===== config.mk =====
export PLATFORM = sky130hd
export DESIGN_NAME = jam_cost_loader
export DESIGN_NICKNAME = d
export VERILOG_FILES = /design/src/rtl/jam_pkg.sv /design/src/rtl/cost_regfile.sv /design/src/rtl/jam_cost_loader.sv
export SDC_FILE = /design/constraint.sdc
export NUM_CORES = 1
export LEC_CHECK = 0
export BUFFER_PORTS_ARGS = -buffer_cell sky130_fd_sc_hd__buf_2
export CAP_MARGIN = 5
export CORE_UTILIZATION = 41
export DETAILED_ROUTE_END_ITERATION = 16
export PLACE_DENSITY_LB_ADDON = 0.3
export SLEW_MARGIN = 5
export SYNTH_ARGS = -nofsm -noshare
export SYNTH_HDL_FRONTEND = slang
export SYNTH_HIERARCHICAL = 1
export SYNTH_SLANG_ARGS = --single-unit

===== constraint.sdc =====
create_clock -name CLK -period 2.7 [get_ports CLK]
set_input_delay 0.405 -clock CLK [delete_from_list [all_inputs] [get_ports CLK]]
set_output_delay 0.405 -clock CLK [all_outputs]
set_load 0.01 [all_outputs]

===== src/rtl/jam_pkg.sv =====
// Shared constants and state encoding for the job-assignment solver front end.
package jam_pkg;

  localparam int N         = 8;
  localparam int IDX_W     = 3;
  localparam int COST_W    = 7;
  localparam int NN        = N * N;
  localparam int CNT_W     = $clog2(NN);
  localparam int MINCOST_W = 10;

  typedef enum logic [1:0] {
    LOAD  = 2'd0,
    START = 2'd1,
    SERVE = 2'd2
  } state_e;

  // Row-major cell address: worker selects the row, job the column.
  function automatic logic [CNT_W-1:0] cell_addr(input logic [IDX_W-1:0] w,
                                                 input logic [IDX_W-1:0] j);
    return {w, j};
  endfunction

endpackage


===== src/rtl/cost_regfile.sv =====
// 64-entry cost store: one synchronous write port, one combinational read port, no reset.
module cost_regfile
  import jam_pkg::*;
(
  input  logic              CLK,
  input  logic              we,
  input  logic [CNT_W-1:0]  waddr,
  input  logic [COST_W-1:0] wdata,
  input  logic [CNT_W-1:0]  raddr,
  output logic [COST_W-1:0] rdata
);

  logic [COST_W-1:0] mem_q [NN];

  always_ff @(posedge CLK) begin
    if (we) mem_q[waddr] <= wdata;
  end

  assign rdata = mem_q[raddr];

endmodule


===== src/rtl/jam_cost_loader.sv =====
// Streams an 8x8 cost matrix from the host, then serves solver lookups until the
// solver reports a result, issuing a one-cycle restart pulse between the two.
module jam_cost_loader
  import jam_pkg::*;
(
  input  logic              CLK,
  input  logic              RST_N,
  input  logic              in_valid,
  output logic              in_ready,
  input  logic [COST_W-1:0] in_data,
  input  logic              in_last,
  input  logic [IDX_W-1:0]  W,
  input  logic [IDX_W-1:0]  J,
  output logic [COST_W-1:0] Cost,
  output logic              sol_start,
  input  logic              sol_valid,
  output logic              load_err,
  output logic              busy
);

  localparam logic [CNT_W-1:0] LAST_BEAT = CNT_W'(NN - 1);

  state_e            state_q, state_d;
  logic [CNT_W-1:0]  cnt_q, cnt_d;
  logic              err_q, err_d;
  logic              start_q, start_d;
  logic              xfer;
  logic [COST_W-1:0] rdata;

  assign xfer = in_valid & in_ready;

  cost_regfile u_regfile (
    .CLK   (CLK),
    .we    (xfer),
    .waddr (cnt_q),
    .wdata (in_data),
    .raddr (cell_addr(W, J)),
    .rdata (rdata)
  );

  always_ff @(posedge CLK or negedge RST_N) begin
    if (!RST_N) begin
      state_q <= LOAD;
      cnt_q   <= '0;
      err_q   <= 1'b0;
      start_q <= 1'b0;
    end else begin
      state_q <= state_d;
      cnt_q   <= cnt_d;
      err_q   <= err_d;
      start_q <= start_d;
    end
  end

  always_comb begin
    state_d = state_q;
    cnt_d   = cnt_q;
    err_d   = err_q;
    case (state_q)
      LOAD: begin
        if (xfer) begin
          if (in_last && (cnt_q == LAST_BEAT)) begin
            state_d = START;
            cnt_d   = '0;
            err_d   = 1'b0;
          end else if (in_last || (cnt_q == LAST_BEAT)) begin
            // Early last or missing last: drop the matrix, never wrap into a load.
            cnt_d = '0;
            err_d = 1'b1;
          end else begin
            cnt_d = cnt_q + CNT_W'(1);
          end
        end
      end
      START:   state_d = SERVE;
      SERVE:   if (sol_valid) state_d = LOAD;
      default: state_d = LOAD;
    endcase
    start_d = (state_d == START);
  end

  always_comb begin
    in_ready  = (state_q == LOAD);
    busy      = (state_q == START) || (state_q == SERVE);
    sol_start = start_q;
    load_err  = err_q;
    // Stale matrix contents never leak outside the serve window.
    Cost      = (state_q == SERVE) ? rdata : '0;
  end

endmodule


==> results of run 1 <==
placed cells by master, fill, tap and decap left out, types with 8 or more instances in the layout:
| cell | instances |
|---|---|
| edfxtp_1 | 448 |
| buf_4 | 129 |
| mux4_2 | 112 |
| nor2_1 | 74 |
| clkbuf_16 | 49 |
| buf_2 | 21 |
| nand2_1 | 16 |
| mux2i_1 | 13 |
| buf_12 | 13 |
| nand3_1 | 12 |
| dfrtp_1 | 10 |
| clkinv_1 | 9 |
| clkbuf_1 | 9 |
| nand2b_1 | 8 |
| clkinv_2 | 8 |
power by group:
group | switching [mW] | internal, mW | total [mW] | leakage, nW
Clock | 2.60 | 3.77 | 6.37 | 0.735
Combinational | 0.680 | 0.472 | 1.15 | 2.25
Sequential | 0.102 | 7.93 | 8.04 | 4.16
flip-flops by register name, summed over array words and instances, names as in the netlist:
register / cells
cnt_q: 6
load_err: 1
sol_start: 1
state_q: 2
u_regfile/mem_q: 448
stage by stage:
stage,instances,utilization (%),setup TNS (ns),setup slack (ns)
after global routing,1688,50.37,-0.6257,-0.1156
after floorplan,892,-,0,0.3489
after global placement,1605,46.19,-0.6594,-0.1675
after detailed placement,1605,46.19,-0.5733,-0.1514
after CTS,1689,50.23,-0.1930,-0.04758
final,1688,50.37,-0.1107,-0.05630
logic make-up after synthesis:
group	Yosys count	synth area share, %
flip-flops	458	75.52
AND/OR/NAND/NOR	165	4.441
buffers and inverters	50	1.551
adder cells (fa/ha/maj)	5	0.3448
multiplexers	130	14.91
AO/OA/AOI/OAI	84	3.234
worst max path at each step:
stage                      startpoint       to  slack (ns)  depth (start not counted)
2_1_floorplan                    J[0]  Cost[0]        0.35                          7
3_3_place_gp                     J[0]  Cost[0]       -0.17                          8
3_5_place_dp                     J[0]  Cost[0]       -0.15                          8
4_1_cts        u_regfile/mem_q[48][2]  Cost[2]       -0.05                          6
5_1_grt        u_regfile/mem_q[55][4]  Cost[4]       -0.12                          7
6_report       u_regfile/mem_q[52][0]  Cost[0]       -0.06                          6
layer usage:
layer  wire [um]  GRT usage [%]
met5           0              0
met1       17940          27.53
met2       20430          31.38
met3        2537          2.984
met4         847          5.036
repair_timing:
item,4_1_cts,5_1_grt
pin swaps,15,5
hold buffers,1,0
gates resized for setup,43,14
endpoints found under the setup margin,7,7
gates cloned,1,0
hold endpoints to repair,10,0
cell type report:
cell class	instances	share of cell area, %
clock buffers	58	5.769
repair buffers	173	6.806
multi-input cells	384	20.11
inverters	5	0.08593
clock inverters	25	1.134
well taps	585	3.351
flip-flops and latches	458	62.74
tightest hold or removal path, stage by stage:
cell	delay, ns
buf_2	0.12
nand3b_1	0.13
o21ai_1	0.08
==> flow_summary_export.csv, run 1 <==
group,metric,value,unit
outcome,status,"complete, but fails checks",
outcome,violations,"negative setup slack",
die,io_pins,29,
logic_synthesis,syn-cell-area,18140,um^2
route,drt_pass1_iterations,4,
die,chipHeight,212.4,um
die,design.die.area,45100,um^2
route,final_antenna_net_count,0,
logic_synthesis,ys_seq_area_share,75.52,%
route,first_iter_violations,833,
min_path,min_path_type,"input pin to register",
min_path,hp-start,"in_valid",
route,routed_via_density,5.547,
timing,finalSetupViolCount,4,
logic_synthesis,syn_inst,892,
placed_design,dpl_cell_area,20030,um^2
die,coreArea,43360,um^2
min_path,hold_depth,3,
cts,clockBufferDepth,3,
critical_path,worst-path-buf-inv,1,
cts,worst_setup_hold_path_clk_slew,0.06,ns
logic_synthesis,yosys-top-cells-count,"edfxtp_1 (448), mux4_2 (112), nor2_1 (78)",
final_layout,design_area,21840,um^2
logic_synthesis,synth_cell_types,48,
pwr,p_leak,7.150,nW
timing,slew_violations,0,
timing,fin_worst_skew,0.01780,ns
critical_path,crit_family,"compound AO/OA/AOI/OAI gates",
logic_synthesis,syn-num-nets,915,
final_layout,regArea,13700,um^2
cts,cts.sinks,458,
timing,fmax,362.8,MHz
timing,worstMarginPinSlew,0.7256,ns
route,wire_per_inst,24.74,um
logic_synthesis,synth_top_area_share,74.14,%
cts,htree_levels,2,
critical_path,r2r_end,"u_regfile/mem_q[62][2]",
critical_path,rrSetupSlack,0.22,ns
cts,cts_tree,"built",
cts,post-cts-setup-buffers,0,
global_route,grt_pass1_wl,63150,um
logic_synthesis,synth_edf_count,448,
pwr,p_total,15.56,mW
final_layout,layout.nets,1092,
timing,min_period,2.756,ns
timing,grt_setup_unrepaired,"true",
final_layout,nFillCells,3538,
critical_path,worst-endpoint-arrival,2.35,ns
critical_path,start_kind,"register",
logic_synthesis,yosysWarnings,6,
critical_path,cp_slowest_cell,"mux4_2",
final_layout,num_antenna_cells,0,
critical_path,slowest_delay,0.48,ns
logic_synthesis,synthTopCellsByArea,"edfxtp_1 (74%), mux4_2 (14%), nor2_1 (1.6%)",
logic_synthesis,synthArstFlopShare,2.183,%
global_route,grt_pass1_vias,9561,
timing,holdWs,0.2167,ns
logic_synthesis,synth_seq_cells,458,
timing,finalHoldViolCount,0,
critical_path,path_cells,"mux4_2, a22oi_2, a41oi_2, a41o_1, and2_4, buf_6",
final_layout,multi_input_area,4393,um^2
pwr,vdd_drop_max,445.4,uV
cts,clk_latency,0.56,ns
placed_design,gp_congestion,0.7912,
route,num_vias,9364,
global_route,track_usage,19.38,%
global_route,antenna_found_initial,0,
critical_path,reg2regPathDepth,8,
timing,slew_headroom,51.62,%
min_path,min_to,"cnt_q[2]",
placed_design,place.detailed.hpwl,27270,um
logic_synthesis,synth_area_leader_cell,"edfxtp_1",
critical_path,r2r-start,"state_q[1]",
global_route,grt_start_max_net_pins,65,
critical_path,worstSetupPathType,"register to primary output",
cts,cts-root-buf,"clkbuf_16",
flow_run,drv_cap,0,
final_layout,area_delta_synth_final,20.37,%
logic_synthesis,synth.most_common_cell,"edfxtp_1",
die,dieWidth,212.4,um
pwr,power.density,712.4,nW/um^2
final_layout,drive_gt1_share,36.17,%
placed_design,io_buffers,28,
logic_synthesis,syn_avg_cell_area,20.34,um^2
logic_synthesis,synth_top_flop_cell,"edfxtp_1",
timing,setup_ws,-0.05630,ns
die,std_cell_rows,76,
global_route,overflow,0,
timing,finalCritPeriodShare,102.1,%
critical_path,cp_max_fo,1,
cts,numCtsBuffers,47,
critical_path,required,2.30,ns
route,drcViolationCount,0,
die,initial_core_util,41.85,%
route,wl,41760,um
critical_path,crit_path_end_kind,"primary output",
Power figures use the tool's default switching activity.
==> run 2, diff against run 1 <==
- CTS_BUF_LIST: unset -> sky130_fd_sc_hd__clkbuf_8
==> run 2 against run 1 <==
The flow still finishes with violations (negative setup slack). Largest cell class unchanged. First-iteration DRC count fell by 6.2%. Die area did not move. Register-to-register slack got worse by 0.03 ns. Critical path type unchanged. Worst setup slack got worse by 0.049 ns. Combinational power barely moved. Critical endpoint unchanged. Sequential power barely moved.
==> flow_summary_export.csv, run 2 (synthesis results as in run 1) <==
group,metric,value,unit
outcome,status,"complete, but fails checks",
outcome,violations,"negative setup slack",
route,final_antenna_net_count,0,
final_layout,multi_input_area,4414,um^2
critical_path,crit_path_end_kind,"primary output",
critical_path,rrSetupSlack,0.19,ns
min_path,hold_depth,3,
timing,slew_violations,0,
cts,cts.sinks,458,
pwr,vdd_drop_max,261.4,uV
timing,finalCritPeriodShare,103.9,%
critical_path,start_kind,"register",
min_path,hp-start,"in_valid",
global_route,antenna_found_initial,1,
route,routed_via_density,5.499,
timing,grt_setup_unrepaired,"true",
global_route,grt_start_max_net_pins,65,
die,io_pins,29,
final_layout,nFillCells,3578,
route,wl_met1,17480,um
timing,finalSetupViolCount,7,
critical_path,slowest_delay,0.48,ns
timing,setup_ws,-0.1057,ns
die,chipHeight,212.4,um
pwr,p_total,14.69,mW
die,design.die.area,45100,um^2
critical_path,path_cells,"mux4_2, a22oi_2, a41oi_2, a41o_1, and2_4, buf_6",
final_layout,largest_register_ffs,448,
die,std_cell_rows,76,
final_layout,regArea,13700,um^2
route,wl_met3,3228,um
cts,cts_tree,"built",
pwr,pwr-share-comb,7.9,%
pwr,p_int,11.27,mW
cts,post-cts-setup-buffers,0,
critical_path,worst-endpoint-arrival,2.40,ns
timing,worstMarginPinSlew,0.7439,ns
cts,clk_latency,0.63,ns
critical_path,path_depth,6,
timing,min_period,2.806,ns
min_path,min_to,"cnt_q[2]",
min_path,min_path_type,"input pin to register",
global_route,track_usage,19.72,%
route,wire_per_inst,24.37,um
route,first_iter_violations,781,
timing,fmax,356.4,MHz
timing,fin_worst_skew,0.03455,ns
flow_run,drv_cap,0,
placed_design,io_buffers,28,
final_layout,mostFrequentLayoutCell,"edfxtp_1",
pwr,p_clk_share,37.4,%
cts,htree_levels,3,
critical_path,crit_family,"compound AO/OA/AOI/OAI gates",
critical_path,worstSetupPathType,"register to primary output",
route,drt_pass1_iterations,5,
critical_path,reg2regPathDepth,8,
pwr,net-switching-power,3.418,mW
cts,clockBufferDepth,3,
global_route,grt_pass1_vias,9816,
final_layout,reg.largest.list,"u_regfile/mem_q x448, cnt_q x6, state_q x2",
route,num_vias,9546,
route,wl,42300,um
critical_path,r2r_end,"u_regfile/mem_q[62][6]",
critical_path,cp_max_fo,1,
die,coreArea,43360,um^2
cts,numCtsBuffers,76,
critical_path,required,2.30,ns
timing,slew_headroom,50.41,%
final_layout,final_cell_mix,"edfxtp_1 (448), buf_4 (129), mux4_2 (112)",
cts,cts-root-buf,"clkbuf_8",
critical_path,r2r-start,"state_q[1]",
final_layout,layout.nets,1121,
pwr,p_seq_share,54.7,%
pwr,p_sw_share,23.27,%
critical_path,worst-path-buf-inv,1,
placed_design,gp_congestion,0.7912,
route,dr.max_layer_used,"met4",
global_route,grt_pass1_wl,63490,um
die,dieWidth,212.4,um
cts,worst_setup_hold_path_clk_slew,0.06,ns
critical_path,cp_slowest_cell,"mux4_2",
global_route,overflow,0,
final_layout,drive_gt1_share,36.96,%
timing,finalHoldViolCount,0,
pwr,p_leak,7.188,nW
placed_design,place.detailed.hpwl,27270,um
route,wl_met2,20720,um
placed_design,place_inst,1605,
final_layout,final_cells,1736,
die,initial_core_util,41.85,%
final_layout,area_delta_synth_final,19.62,%
route,drcViolationCount,0,
pwr,power.density,676.9,nW/um^2
final_layout,regMostFlops,"u_regfile/mem_q",
run 2: power by group through the flow:
stage / registers [mW] / clock network [mW] / logic [mW]
global route: 8.05 / 5.94 / 1.24
floorplan: 8.13 / 0 / 0.595
CTS: 8.04 / 5.63 / 1.16
finish: 8.04 / 5.50 / 1.16
detailed placement: 8.18 / 0 / 1.10
global placement: 8.18 / 0 / 1.09
run 2: cell type report:
type / count / area share (%)
Antenna cell: 1 / 0.01153
Clock buffer: 78 / 4.946
Clock inverter: 52 / 1.262
Inverter: 5 / 0.08647
Multi-Input combinational cell: 384 / 20.34
Sequential cell: 458 / 63.13
Tap cell: 585 / 3.372
Timing Repair Buffer: 173 / 6.848
run 2: worst reg2reg max path, cell delays in order, from the launching register on:
cell and delay (ns):
dfrtp_1 0.45, inv_1 0.11, ha_1 0.20, nand2_2 0.12
inv_1 0.09, nor2b_1 0.25, nand3_1 0.33, nor2_1 0.44
buf_4 0.22
run 2: what timing repair did:
action	4_1_cts	5_1_grt
gates resized for setup	49	10
pin swaps	14	8
endpoints found under the setup margin	7	7
hold endpoints to repair	10	0
hold buffers	1	0
gates cloned	1	0
run 2: through the flow:
| stage | area (um^2) | util, % | hold WS (ns) | worst slack [ns] | TNS (ns) |
|---|---|---|---|---|---|
| finish | 21700 | 50.05 | 0.1709 | -0.1057 | -0.3805 |
| global route | 21700 | 50.05 | 0.1774 | -0.1950 | -1.072 |
| CTS | 21660 | 49.95 | 0.1278 | -0.1355 | -0.7525 |
| detailed placement | 20030 | 46.19 | 0.2826 | -0.1514 | -0.5733 |
| global placement | 20030 | 46.19 | 0.2789 | -0.1675 | -0.6594 |
| floorplan | 18140 | - | 0.1094 | 0.3489 | 0 |
run 2: metal layers:
layer  vias up  GRT usage (%)
met2       331          31.73
met3        59          4.549
met5         -              0
met1      5016          26.43
li1       4140              -
met4         0          6.847
run 2: how the worst max path moves through the flow:
stage / to / from
2_1_floorplan: Cost[0] / J[0]
3_3_place_gp: Cost[0] / J[0]
3_5_place_dp: Cost[0] / J[0]
4_1_cts: Cost[0] / u_regfile/mem_q[52][0]
5_1_grt: Cost[6] / u_regfile/mem_q[46][6]
6_report: Cost[0] / u_regfile/mem_q[52][0]
==> run 3, diff against run 2 <==
- CAP_MARGIN: 5 -> 0
- PLACE_DENSITY_LB_ADDON: 0.3 -> unset
==> run 3 against run 2 <==
Critical endpoint is now Cost[4]. Die area stayed put. Largest power group unchanged. Cell count grew 0.69%. Largest cell class unchanged. Core utilization about the same. Clock-buffer cell count down 1. Highest routed layer unchanged. The flow still finishes with violations (negative setup slack).
==> flow_summary_export.csv, run 3 (synthesis results as in run 1) <==
group,metric,value,unit
cts,cts-root-buf,"clkbuf_8",
timing,finalCritPeriodShare,104.3,%
cts,clockBufferDepth,3,
final_layout,largest_register_ffs,448,
flow_run,drv_cap,0,
cts,post-cts-setup-buffers,0,
critical_path,worstSetupPathType,"register to primary output",
placed_design,io_buffers,28,
route,routed_via_density,5.420,
critical_path,worst-endpoint-arrival,2.41,ns
cts,worst_setup_hold_path_clk_slew,0.06,ns
global_route,antenna_found_initial,1,
die,initial_core_util,41.85,%
timing,min_period,2.817,ns
final_layout,final_util,50.01,%
global_route,grt_pass1_wl,63620,um
final_layout,final_cells,1748,
final_layout,drive_gt1_share,36.20,%
cts,cts_tree,"built",
final_layout,regMostFlops,"u_regfile/mem_q",
timing,worstMarginPinSlew,0.9901,ns
global_route,track_usage,19.82,%
final_layout,final_cell_mix,"edfxtp_1 (448), buf_4 (145), mux4_2 (112)",
pwr,p_total,14.62,mW
timing,setup_ws,-0.1173,ns
die,io_pins,29,
global_route,grt_start_max_net_pins,65,
route,final_antenna_net_count,0,
final_layout,area_delta_synth_final,19.50,%
final_layout,reg.largest.list,"u_regfile/mem_q x448, cnt_q x6, state_q x2",
outcome,status,"complete, but fails checks",
cts,numCtsBuffers,76,
route,wl,42790,um
timing,fmax,354.9,MHz
cts,cts.sinks,458,
outcome,violations,"negative setup slack",
die,coreArea,43360,um^2
final_layout,num_antenna_cells,0,
min_path,min_path_type,"input pin to register",
pwr,vdd_drop_max,286.1,uV
critical_path,crit_path_end_kind,"primary output",
placed_design,place.detailed.hpwl,27010,um
placed_design,place_inst,1620,
route,drcViolationCount,0,
timing,finalHoldViolCount,0,
timing,finalSetupViolCount,7,
critical_path,start_kind,"register",
route,drt_pass1_iterations,5,
pwr,p_leak,7.237,nW
route,first_iter_violations,852,
die,design.die.area,45100,um^2
route,num_vias,9475,
critical_path,cp_max_fo,1,
placed_design,gp_congestion,0.8173,
cts,clk_latency,0.61,ns
cts,htree_levels,3,
critical_path,required,2.30,ns
final_layout,nFillCells,3598,
min_path,hold_depth,4,
global_route,grt_pass1_vias,9784,
timing,grt_setup_unrepaired,"true",
final_layout,layout.nets,1134,
timing,slew_headroom,33.99,%
pwr,power.density,674.1,nW/um^2
route,wire_per_inst,24.48,um
timing,slew_violations,0,
placed_design,place_ws,-0.1582,ns
global_route,overflow,0,
die,chipHeight,212.4,um
timing,fin_worst_skew,0.02029,ns
die,dieWidth,212.4,um
die,std_cell_rows,76,
critical_path,reg2regPathDepth,9,
final_layout,mostFrequentLayoutCell,"edfxtp_1",
-- run 3: power by group --
part | internal [mW] | leakage, nW | switching [mW]
clock | 2.82 | 0.770 | 2.60
combinational | 0.479 | 2.30 | 0.680
sequential | 7.94 | 4.16 | 0.102
-- run 3: stage by stage --
step           TNS (ns)  cell area [um^2]  hold slack [ns]
2_1_floorplan         0             18140           0.1094
3_3_place_gp    -0.7818             20120           0.2823
3_5_place_dp    -0.7730             20120           0.2841
4_1_cts         -0.9120             21620           0.1452
5_1_grt          -1.144             21680           0.1622
6_report        -0.6354             21680           0.1780
-- run 3: cell type report --
type | count | area, um^2 | share of cell area [%]
sequential | 458 | 13700 | 63.20
tap | 585 | 732.0 | 3.376
clock buffer | 77 | 1060 | 4.887
multi-input combinational | 384 | 4360 | 20.11
timing repair buffer | 186 | 1549 | 7.144
inverter | 5 | 18.77 | 0.08656
clock inverter | 53 | 260.3 | 1.200
-- run 3: what timing repair did --
| action | 4_1_cts | 5_1_grt |
|---|---|---|
| hold buffers | 1 | 0 |
| resized for setup | 32 | 14 |
| endpoints found under the setup margin | 7 | 7 |
| pin swaps | 10 | 9 |
| hold endpoints to repair | 10 | 0 |
| gates cloned | 1 | 0 |
-- run 3: final timing paths --
path                       slack [ns]                     end              startpoint
hold reg to reg                  0.61                load_err                load_err
max in group asynchronous        2.29                cnt_q[1]                   RST_N
setup reg to reg                 0.36  u_regfile/mem_q[62][5]              state_q[1]
setup / recovery                -0.12                 Cost[4]  u_regfile/mem_q[49][4]
min in group asynchronous        0.20              state_q[1]                   RST_N
hold / removal                   0.18               sol_start               sol_valid
-- run 3: metal layers --
| layer | share of wire [%] | track usage, % | vias up |
|---|---|---|---|
| met3 | 6.6 | 4.357 | 73 |
| met1 | 42 | 26.36 | 4942 |
| met2 | 49 | 32.29 | 306 |
| met4 | 2.3 | 6.797 | 0 |
| li1 | - | - | 4154 |
| met5 | 0 | 0 | - |
-- run 3: worst max-delay path, cell delays in order (launching register included) --
cell	delay (ns)
edfxtp_1	0.38
mux4_2	0.48
mux2i_2	0.19
buf_4	0.17
a21oi_2	0.05
a32o_1	0.26
and2_4	0.15
buf_6	0.11
